<file path="config.mk">
export PLATFORM = sky130hd
export DESIGN_NAME = icache_refill_ctrl
export DESIGN_NICKNAME = d
export VERILOG_FILES = /design/src/rtl/icache_refill_ctrl.sv
export SDC_FILE = /design/constraint.sdc
export NUM_CORES = 1
export LEC_CHECK = 0
export CAP_MARGIN = 5
export CORE_ASPECT_RATIO = 1.75
export CORE_MARGIN = 4
export CORE_UTILIZATION = 35
export DETAILED_ROUTE_END_ITERATION = 6
export PLACE_DENSITY = 0.68
export SLEW_MARGIN = 20
export SYNTH_ARGS = -nofsm -noshare
export SYNTH_HDL_FRONTEND = slang
export SYNTH_SLANG_ARGS = --single-unit
export TNS_END_PERCENT = 20
</file>
<file path="constraint.sdc">
create_clock -name clk_i -period 1.85 [get_ports clk_i]
set_input_delay 0.37 -clock clk_i [delete_from_list [all_inputs] [get_ports clk_i]]
set_output_delay 0.37 -clock clk_i [all_outputs]
set_load 0.1 [all_outputs]
</file>
<file path="src/rtl/icache_refill_ctrl.sv">
// Miss-handling controller for an 8-line direct-mapped I-cache: lookup, 4-beat refill, line write.
// Optional critical-word-first beat ordering is enabled by defining ICACHE_CWF_EN.
module icache_refill_ctrl #(
   parameter int unsigned CNT_W = 16
) (
   input  logic             clk_i,
   input  logic             rst_ni,
   input  logic             fetch_req_i,
   input  logic [31:0]      fetch_addr_i,
   output logic             fetch_ready_o,
   output logic             fetch_done_o,
   output logic [31:0]      cache_addr_o,
   input  logic             cache_hit_i,
   output logic             fill_we_o,
   output logic [127:0]     fill_data_o,
   output logic             mem_req_o,
   output logic [31:0]      mem_addr_o,
   input  logic             mem_ack_i,
   input  logic [31:0]      mem_rdata_i,
   output logic [CNT_W-1:0] miss_count_o
);

   typedef enum logic [2:0] {StIdle, StLookup, StCheck, StRefill, StWrite} state_e;

   state_e             state_q, state_d;
   logic [31:0]        cache_addr_q, cache_addr_d;
   logic [127:0]       fill_data_q, fill_data_d;
   logic [1:0]         beat_q, beat_d;
   logic [1:0]         nbeats_q, nbeats_d;
   logic [CNT_W-1:0]   miss_q, miss_d;
   logic [1:0]         first_beat;

`ifdef ICACHE_CWF_EN
   assign first_beat = cache_addr_q[3:2];
`else
   assign first_beat = 2'd0;
`endif

   always_ff @(posedge clk_i or negedge rst_ni) begin
      if (!rst_ni) begin
         state_q      <= StIdle;
         cache_addr_q <= '0;
         fill_data_q  <= '0;
         beat_q       <= '0;
         nbeats_q     <= '0;
         miss_q       <= '0;
      end else begin
         state_q      <= state_d;
         cache_addr_q <= cache_addr_d;
         fill_data_q  <= fill_data_d;
         beat_q       <= beat_d;
         nbeats_q     <= nbeats_d;
         miss_q       <= miss_d;
      end
   end

   always_comb begin
      state_d      = state_q;
      cache_addr_d = cache_addr_q;
      fill_data_d  = fill_data_q;
      beat_d       = beat_q;
      nbeats_d     = nbeats_q;
      miss_d       = miss_q;
      unique case (state_q)
         StIdle: begin
            if (fetch_req_i) begin
               cache_addr_d = fetch_addr_i;
               state_d      = StLookup;
            end
         end
         StLookup: state_d = StCheck;
         StCheck: begin
            if (cache_hit_i) begin
               state_d = StIdle;
            end else begin
               if (miss_q != {CNT_W{1'b1}}) miss_d = miss_q + 1'b1;
               beat_d   = first_beat;
               nbeats_d = 2'd0;
               state_d  = StRefill;
            end
         end
         StRefill: begin
            if (mem_ack_i) begin
               fill_data_d[32*beat_q +: 32] = mem_rdata_i;
               beat_d   = beat_q + 2'd1;
               nbeats_d = nbeats_q + 2'd1;
               if (nbeats_q == 2'd3) state_d = StWrite;
            end
         end
         StWrite: state_d = StLookup;
         default: state_d = StIdle;
      endcase
   end

   // Outputs decode straight from state so an async reset drops them at once.
   assign fetch_ready_o = (state_q == StIdle) && rst_ni;
   assign fetch_done_o  = (state_q == StCheck) && cache_hit_i;
   assign fill_we_o     = (state_q == StWrite);
   assign mem_req_o     = (state_q == StRefill);
   assign mem_addr_o    = mem_req_o ? {cache_addr_q[31:4], beat_q, 2'b00} : 32'h0;
   assign cache_addr_o  = cache_addr_q;
   assign fill_data_o   = fill_data_q;
   assign miss_count_o  = miss_q;

endmodule

</file>
==> results of run 1 <==
layer usage:
metal / wire length [um] / GRT usage [%] / part of all wire [%]
met4: 957 / 9.08 / 3.9
met1: 8610 / 21.5 / 35
met3: 1490 / 6.13 / 6.0
met2: 13700 / 37.9 / 55
met5: 0 / 0 / 0
critical path, cell delays in order (launching register included):
cell and delay (ns):
dfrtp_1 0.40, buf_6 0.14, and3b_2 0.24, buf_12 0.16, and2_2 0.21, buf_12 0.16
sequential cells by signal, indices dropped and copies added, names as in the netlist:
signal        count
fill_data_o     128
miss_count_o     16
beat_q            2
state_q           3
cache_addr_o     32
nbeats_q          2
how the worst min path moves through the flow:
stage	from	end	slack [ns]	cells past startpoint
floorplan	rst_ni	beat_q[0]	0.07	0
global placement	rst_ni	fill_data_o[121]	0.46	2
detailed placement	rst_ni	miss_count_o[7]	0.46	2
CTS	nbeats_q[0]	nbeats_q[0]	0.49	1
global route	nbeats_q[0]	nbeats_q[0]	0.52	1
finish	nbeats_q[0]	nbeats_q[0]	0.48	1
cells in the mapped netlist, drive strengths merged (2+ instances only):
cell type and instances:
dfrtp 183, nand2 162, o21ai 77, a22o 54
and2 33, mux2 33, clkbuf 31, buf 14
xor2 12, nand3 9, nor2 8, ha 7
nand4 7, nor3 7, nor3b 7, a21oi 5
and3 5, inv 4, nor4 4, nor4b 2
xnor2 2
area by class of cell:
| cell class | count | area (sq um) |
|---|---|---|
| Fill cell | 1507 | 7170 |
| Timing Repair Buffer | 327 | 5410 |
| Sequential cell | 183 | 4630 |
| Multi-Input combinational cell | 445 | 2900 |
| Clock buffer | 22 | 474 |
| Tap cell | 252 | 315 |
| Clock inverter | 9 | 101 |
| Inverter | 4 | 17.5 |
what timing repair did:
action	in CTS	in global routing
setup buffers	2	2
cloned	0	1
pin swaps	1	3
hold buffers	1	0
resized for setup	11	24
endpoints found under the setup margin	109	153
endpoints found under the hold margin	41	0
stage by stage:
| step | cell area (sq um) | setup slack (ns) | util, % |
|---|---|---|---|
| floorplan | 7630 | -0.266 | - |
| global placement | 13100 | -0.244 | 62.2 |
| detailed placement | 13100 | -0.287 | 62.2 |
| CTS | 13700 | -0.292 | 65.3 |
| global route | 13800 | -0.324 | 65.9 |
| finish | 13800 | -0.254 | 65.9 |
power breakdown:
group          internal (mW)  total [mW]  switching (mW)
sequential              5.00        6.18            1.18
clock                   2.08        3.58            1.50
combinational           6.23        17.4            11.2
kinds of logic (layout without fill, tap and decap cells):
family          after synthesis  count (layout)
mux                          33              33
other cells                   1               2
buf+inv                      49             362
flops                       183             183
simple gates                251             251
compound gates              138             138
fa+ha+maj                     7               7
xor+xnor                     14              14
==> metrics.yaml, run 1 <==
setup_path:
  ff2ff_path_depth: 6
  crit_path_start_kind: "register"
  rrSetupSlack_ns: 0.02
  crit_required_ns: 1.48
  r2r_start: "state_q[2]"
  crit_path_end: "mem_addr_o[31]"
  rr_endpoint: "fill_data_o[101]"
  end_kind: "primary output"
  crit_arrival_ns: 1.73
  critical_path_class: "register to primary output"
  cp_max_fo: 20
  cp-startpoint: "state_q[0]"
clock_network:
  cts_root_buf: "clkbuf_16"
  clk_pin_slew_worst_paths_ns: 0.06
  clock-sinks: 183
  clk_latency_ns: 0.43
  clockBufferDepth: 2
  cts_buffers: 17
  cts_tree: "yes"
  cts_max_level: 4
logic_synthesis:
  async_flop_share_pct: 100
  synth-simple-area-share_pct: 16.1
  synth_top_cell_area_share_pct: 61.1
  synthXorXnorAreaFrac_pct: 1.64
  postSynthAreaPerCell_sq_um: 11.1
  synth-compound-area-share_pct: 12.0
  synth_top_family_by_area: "simple AND/OR/NAND/NOR gates"
  synth_fa_ha_area_share_pct: 1.17
  ys_warn_count: 0
  synth-seq-cells: 183
  yosysSeqAreaShare_pct: 61.1
  synth_area_leaders: "dfrtp_1 (61%), nand2_1 (8.1%), a22o_1 (6.3%)"
  yosys.area.top_type: "dfrtp_1"
  synthCells: 676
  synth_area_sq_um: 7490
  synth_cell_types: 41
  ys.flop_type: "dfrtp_1"
  synth_mux_area_share_pct: 4.96
  synth_edf_count: 0
grt:
  antenna_found_initial: 0
  overflow: 0
  grt_max_degree: 66
  grt.total_usage_pct: 20.6
  grt_pass1_vias: 6539
  grt_pass1_wl_um: 38000
power:
  leakage_nw: 6.08
  total_power_mw: 27.1
  peakVddDrop_mv: 1.02
  p_per_area_nw_per_um2: 1960
cells_and_area:
  final_cell_mix: "buf_12 (220), dfrtp_1 (167), nand2_1 (160)"
  stdcell_count: 1242
  nNetsFinal: 1054
  n_antenna_cell: 0
  layout_commonest_cell: "buf_12"
  drive_above_1_share_pct: 39.4
  syn2layout_area_growth_pct: 84.9
sta:
  slew_viol_final: 0
  fin_crit_sh_pct: 114
  min_period_ns: 2.10
  hold_viol_final: 0
  setup_slack_ns: -0.254
  setup_viol: 34
  rsz0062_at_grt: "true"
  skew_ns: 0.0118
  finalSetupTns_ns: -7.11
  max_freq_ghz: 0.475
  hold_slack_ns: 0.481
status:
  violations: "setup timing"
  status: "finished, violations left"
detailed_routing:
  drc: 0
  viasPerCell: 5.02
  drt_iter0_drc: 374
  drt-total-wl_um: 24700
  vias: 6229
  antenna_left: 0
  firstDrtPassIters: 4
  post_drt_wl_per_cell_um: 19.9
place:
  place.gp.congestion: 0.854
  dp.cells: 1205
  dp_hpwl_um: 18700
  io_buffer_count: 278
floorplanning:
  rows: 70
  ios: 281
  die_w_um: 119
  initial_core_util_pct: 35.6
  coreArea_sq_um: 21000
  design.die.area_sq_um: 23900
  die_height_um: 202
hold_path:
  min_path_type: "register to register"
job:
  maxCapViolCount: 0
Note: power is estimated with default switching activity, not from simulation.
==> run 2, diff against run 1 <==
--- a/config.mk
+++ b/config.mk
@@ -9,8 +9,10 @@
 export CORE_ASPECT_RATIO = 1.75
 export CORE_MARGIN = 4
 export CORE_UTILIZATION = 35
+export CTS_CLUSTER_SIZE = 24
 export DETAILED_ROUTE_END_ITERATION = 6
 export PLACE_DENSITY = 0.68
+export SKIP_CTS_REPAIR_TIMING = 1
 export SLEW_MARGIN = 20
 export SYNTH_ARGS = -nofsm -noshare
 export SYNTH_HDL_FRONTEND = slang
==> metrics.yaml, run 2 (synthesis gave the netlist of run 1 again) <==
status:
  status: "finished, violations left"
  violations: "setup timing"
setup_path:
  end_kind: "primary output"
  slowest_stage: "dfrtp_1"
  cp_cell_sequence: "buf_6 > and3b_2 > buf_6 > and2_2 > buf_12"
  critical_path_class: "register to primary output"
  cp_max_fo: 20
  slowest_delay_ns: 0.41
  worstPathBufferInverterCount: 3
  timing.critical_path.max_delay_family: "buffers and inverters"
  crit_arrival_ns: 1.76
  crit_required_ns: 1.48
  crit_path_frequent_cell: "buf_6"
  crit_path_start_kind: "register"
grt:
  grt.total_usage_pct: 20.6
  grt_max_degree: 66
  grt_pass1_wl_um: 37900
  overflow: 0
  antenna_found_initial: 0
  grt_pass1_vias: 6525
cells_and_area:
  fillers: 1516
  drive_above_1_share_pct: 39.5
  largest_reg_flops: 128
  syn2layout_area_growth_pct: 84.7
  fin_util_pct: 65.8
  nNetsFinal: 1057
  final_cell_mix: "buf_12 (218), dfrtp_1 (167), nand2_1 (160)"
  stdcell_count: 1245
  layout_commonest_cell: "buf_12"
  n_antenna_cell: 0
clock_network:
  clock-sinks: 183
  clockBufferDepth: 2
  cts_tree: "yes"
  clk_pin_slew_worst_paths_ns: 0.06
  clk_latency_ns: 0.43
  cts_root_buf: "clkbuf_16"
  cts_buffers: 17
  cts_max_level: 4
detailed_routing:
  post_drt_wl_per_cell_um: 19.9
  drt-total-wl_um: 24700
  drt_iter0_drc: 380
  viasPerCell: 5.02
  vias: 6251
  firstDrtPassIters: 6
  antenna_left: 0
  drc: 0
sta:
  setup_viol: 34
  setup_slack_ns: -0.284
  rsz0062_at_grt: "true"
  fin_crit_sh_pct: 115
  hold_viol_final: 0
  min_period_ns: 2.13
  max_freq_ghz: 0.469
  finalSetupTns_ns: -7.67
  slew_viol_final: 0
  skew_ns: 0.0115
floorplanning:
  coreArea_sq_um: 21000
  die_height_um: 202
  rows: 70
  design.die.area_sq_um: 23900
  initial_core_util_pct: 35.6
  die_w_um: 119
  ios: 281
power:
  intPower_mw: 13.3
  p_per_area_nw_per_um2: 1960
  peakVddDrop_mv: 1.03
  comb_power_share_pct: 64.0
  p_clk_share_pct: 13.2
  switching_share_pct: 51.1
  p_switching_mw: 13.9
  seqPwrFrac_pct: 22.8
  leakage_nw: 6.07
  total_power_mw: 27.1
place:
  dp.cells: 1205
  place.gp.congestion: 0.854
  io_buffer_count: 278
  dp_hpwl_um: 18700
hold_path:
  min_path_type: "register to register"
job:
  maxCapViolCount: 0
## run 2: changes by cell type in the layout (fill, tap and decap cells not counted), moves of 2 or more
| cell | before | now |
|---|---|---|
| and2_2 | 16 | 18 |
| and2_4 | 13 | 11 |
| buf_12 | 220 | 218 |
| buf_4 | 29 | 35 |
| o21ai_0 | 56 | 48 |
| o21ai_1 | 21 | 29 |
## run 2: worst reg2reg max path, cell delays in order (launching register included)
cell	delay (ns)
dfrtp_1	0.38
buf_4	0.14
or4b_4	0.57
buf_4	0.19
nor2_2	0.11
mux2_1	0.33
## run 2: power by group through the flow
| stage | clock, mW | combinational [mW] | sequential (mW) |
|---|---|---|---|
| floorplan | 0 | 4.04 | 12.2 |
| global placement | 0 | 17.0 | 6.19 |
| detailed placement | 0 | 17.1 | 6.25 |
| CTS | 3.68 | 17.1 | 6.18 |
| global route | 3.82 | 17.9 | 6.31 |
| finish | 3.59 | 17.4 | 6.18 |
## run 2: layout make-up
cell class	count	area, sq um	area share, %
Timing Repair Buffer	330	5410	39.1
Sequential cell	183	4630	33.5
Multi-Input combinational cell	445	2890	20.9
Clock buffer	22	474	3.43
Tap cell	252	315	2.28
Clock inverter	9	101	0.733
Inverter	4	17.5	0.127
## run 2: per-stage QoR
| step | worst slack [ns] | instance area [sq um] | hold WS [ns] |
|---|---|---|---|
| after floorplan | -0.266 | 7630 | 0.0744 |
| after global placement | -0.244 | 13100 | 0.458 |
| after detailed placement | -0.287 | 13100 | 0.457 |
| after CTS | -0.378 | 13700 | -0.0119 |
| after global routing | -0.349 | 13800 | 0.520 |
| final | -0.284 | 13800 | 0.481 |
## run 2: final timing paths
kind,from,end,slack [ns],cells past startpoint
setup / recovery,state_q[1],mem_addr_o[8],-0.28,5
hold / removal,nbeats_q[0],nbeats_q[0],0.48,1
setup reg to reg,state_q[0],miss_count_o[1],0.04,5
hold reg to reg,nbeats_q[0],nbeats_q[0],0.48,1
max in group asynchronous,rst_ni,beat_q[0],0.53,4
min in group asynchronous,rst_ni,miss_count_o[15],0.54,3
## run 2: layer usage
layer / wire (um) / vias up / global-route usage [%]
met4: 893 / 0 / 9.16
li1: - / 2909 / -
met1: 8680 / 3084 / 21.4
met5: 0 / - / 0
met2: 13800 / 212 / 37.8
met3: 1390 / 46 / 6.07
==> run 3, diff against run 2 <==
--- a/config.mk
+++ b/config.mk
@@ -5,7 +5,7 @@
 export SDC_FILE = /design/constraint.sdc
 export NUM_CORES = 1
 export LEC_CHECK = 0
-export CAP_MARGIN = 5
+export CAP_MARGIN = 20
 export CORE_ASPECT_RATIO = 1.75
 export CORE_MARGIN = 4
 export CORE_UTILIZATION = 35
==> results of run 3 <==
Final layout, timing and power as in run 2 (identical DEF).
==> RTL change: new RTL, config.mk and constraints of run 1 <==
Make the reset (`rst_ni`) synchronous in one clocked block. Comments in the files are not updated.
--- a/src/rtl/icache_refill_ctrl.sv
+++ b/src/rtl/icache_refill_ctrl.sv
@@ -37,5 +37,5 @@
 `endif
 
-   always_ff @(posedge clk_i or negedge rst_ni) begin
+   always_ff @(posedge clk_i) begin
       if (!rst_ni) begin
          state_q      <= StIdle;
Formal check against the unedited RTL: differs if rst_ni is asserted again (counterexample within 4 cycles, from zero or initial values and one cycle with rst_ni low); with rst_ni held inactive, the same outputs for 4 cycles.
==> RTL change against run 1 <==
The run still ends with setup timing left. Setup slack lost 0.045 ns. Final area is 0.44% lower. Area after synthesis decreased by 2.0%. Wire length increased by 17%. Sequential cell count unchanged. Non-clock buffer count grew 21. Core utilization rose by 1.5 points.
Power is left out: it rests on default switching activity, and per cell area and clock period it moved more than threefold.
==> RTL change: results (changes against run 1) <==
| Metric | Value |
|---|---|
| Critical hold path startpoint | `rst_ni` |
| Clock skew | `0.01193 ns (+0.0001038 ns)` |
| Outcome | `complete, but fails checks` |
| Hold_ws | `0.2842 ns (-0.1970 ns)` |
| CP max FO | `3 (-85%)` |
| Mapped Cells | `911 (+35%)` |
| Reg2Reg Depth | `5 (-1)` |
| Synth async-reset ratio | `0 (-1.000)` |
| First DRT Iteration DRCs | `545 (+46%)` |
| Fillers | `1,545 (+2.5%)` |
| First-pass GRT wire length | `44,790 µm (+18%)` |
| Critical R2R Launch | `state_q[2]$_SDFFE_PN0P_` |
| Netlist cell types | `38 (-7.3%)` |
| Synth cell count leaders | `214 x nand2_1, 183 x dfxtp_1, 138 x nand3_1, 109 x a21oi_1, 73 x clkbuf_1` |
| Final #Nets | `1,277 (+21%)` |
| Per-cell routed wire length | `19.73 µm (-0.92%)` |
| DP Worst Slack | `-0.6353 ns (-0.3488 ns)` |
| Placed cell count | `1,421 (+18%)` |
| Final setup fails | `41 (+21%)` |
| Failing checks | `setup timing` |
| Vias/cell | `5.272 (+5.1%)` |
| Synth top area cells | `dfxtp_1 50%, nand2_1 11%, nand3_1 9.4%` |
| Clock slew at reported path FFs | `0.08 ns (+0.02 ns)` |
| Slack of the critical path | `-0.2988 ns (-0.04518 ns)` |
| Pre-antenna DRT Iters | `7 (+3)` |
## RTL change: cell count changes after synthesis, sizes merged, moves of 12 or more
cell	change
dfrtp	-183
dfxtp	+183
nand3	+129
a21oi	+104
o21ai	-72
a21boi	+63
a22o	-54
nand2	+52
clkbuf	+42
mux2	-33
xor2	-12
## RTL change: how the worst max path moves through the flow
| stage | startpoint | to | cells after the start |
|---|---|---|---|
| CTS | state_q[2]$_SDFFE_PN0P_ | mem_addr_o[7] | 8 |
| global placement | cache_hit_i | miss_count_o[14]$_SDFFE_PN0P_ | 6 |
| detailed placement | cache_hit_i | miss_count_o[10]$_SDFFE_PN0P_ | 6 |
| global route | state_q[2]$_SDFFE_PN0P_ | miss_count_o[11]$_SDFFE_PN0P_ | 5 |
| floorplan | state_q[1]$_SDFFE_PN0P_ | miss_count_o[11]$_SDFFE_PN0P_ | 7 |
| finish | state_q[2]$_SDFFE_PN0P_ | miss_count_o[11]$_SDFFE_PN0P_ | 5 |
## RTL change: critical path, cell delays in order (launching register included)
cell	delay [ns]
dfxtp_2	0.33
buf_4	0.13
or4b_4	0.49
or4b_4	0.56
or4_4	0.43
a21oi_2	0.12
## RTL change: area by class of cell
class	count	area [µm²]	area share
Timing Repair Buffer	348	5510	0.3997
Sequential cell	183	3702	0.2685
Multi-Input combinational cell	646	3659	0.2654
Clock buffer	20	457.9	0.03322
Tap cell	248	310.3	0.02251
Clock inverter	12	127.6	0.009257
Inverter	5	20.02	0.001452
## RTL change: repair_timing
item,in CTS,in global routing
setup endpoints to repair,75,148
pin swaps,4,5
gates resized for setup,47,26
hold buffers,0,0
cloned,3,0
setup buffers,9,0
## RTL change: stage by stage
step / instance area [µm²] / TNS (ns)
global route: 13790 / -12.39
finish: 13790 / -9.159
floorplan: 7557 / -18.14
detailed placement: 12890 / -18.95
global placement: 12890 / -14.48
CTS: 13780 / -10.72
## RTL change: kinds of logic (layout without fill, tap and decap cells)
logic type	count (synthesis)	count (layout)	share of synthesized area
other cells	1	2	0.0005111
fa+ha+maj	7	7	0.01194
simple gates	442	442	0.2815
compound gates	190	190	0.1559
flops	183	183	0.4993
mux	5	5	0.006822
buf+inv	83	385	0.04399
## RTL change: metal layers
| layer | global-route usage | share of wire |
|---|---|---|
| met1 | 0.2245 | 0.33 |
| met2 | 0.4895 | 0.57 |
| met3 | 0.06202 | 0.058 |
| met4 | 0.1079 | 0.036 |
| met5 | 0 | 0 |
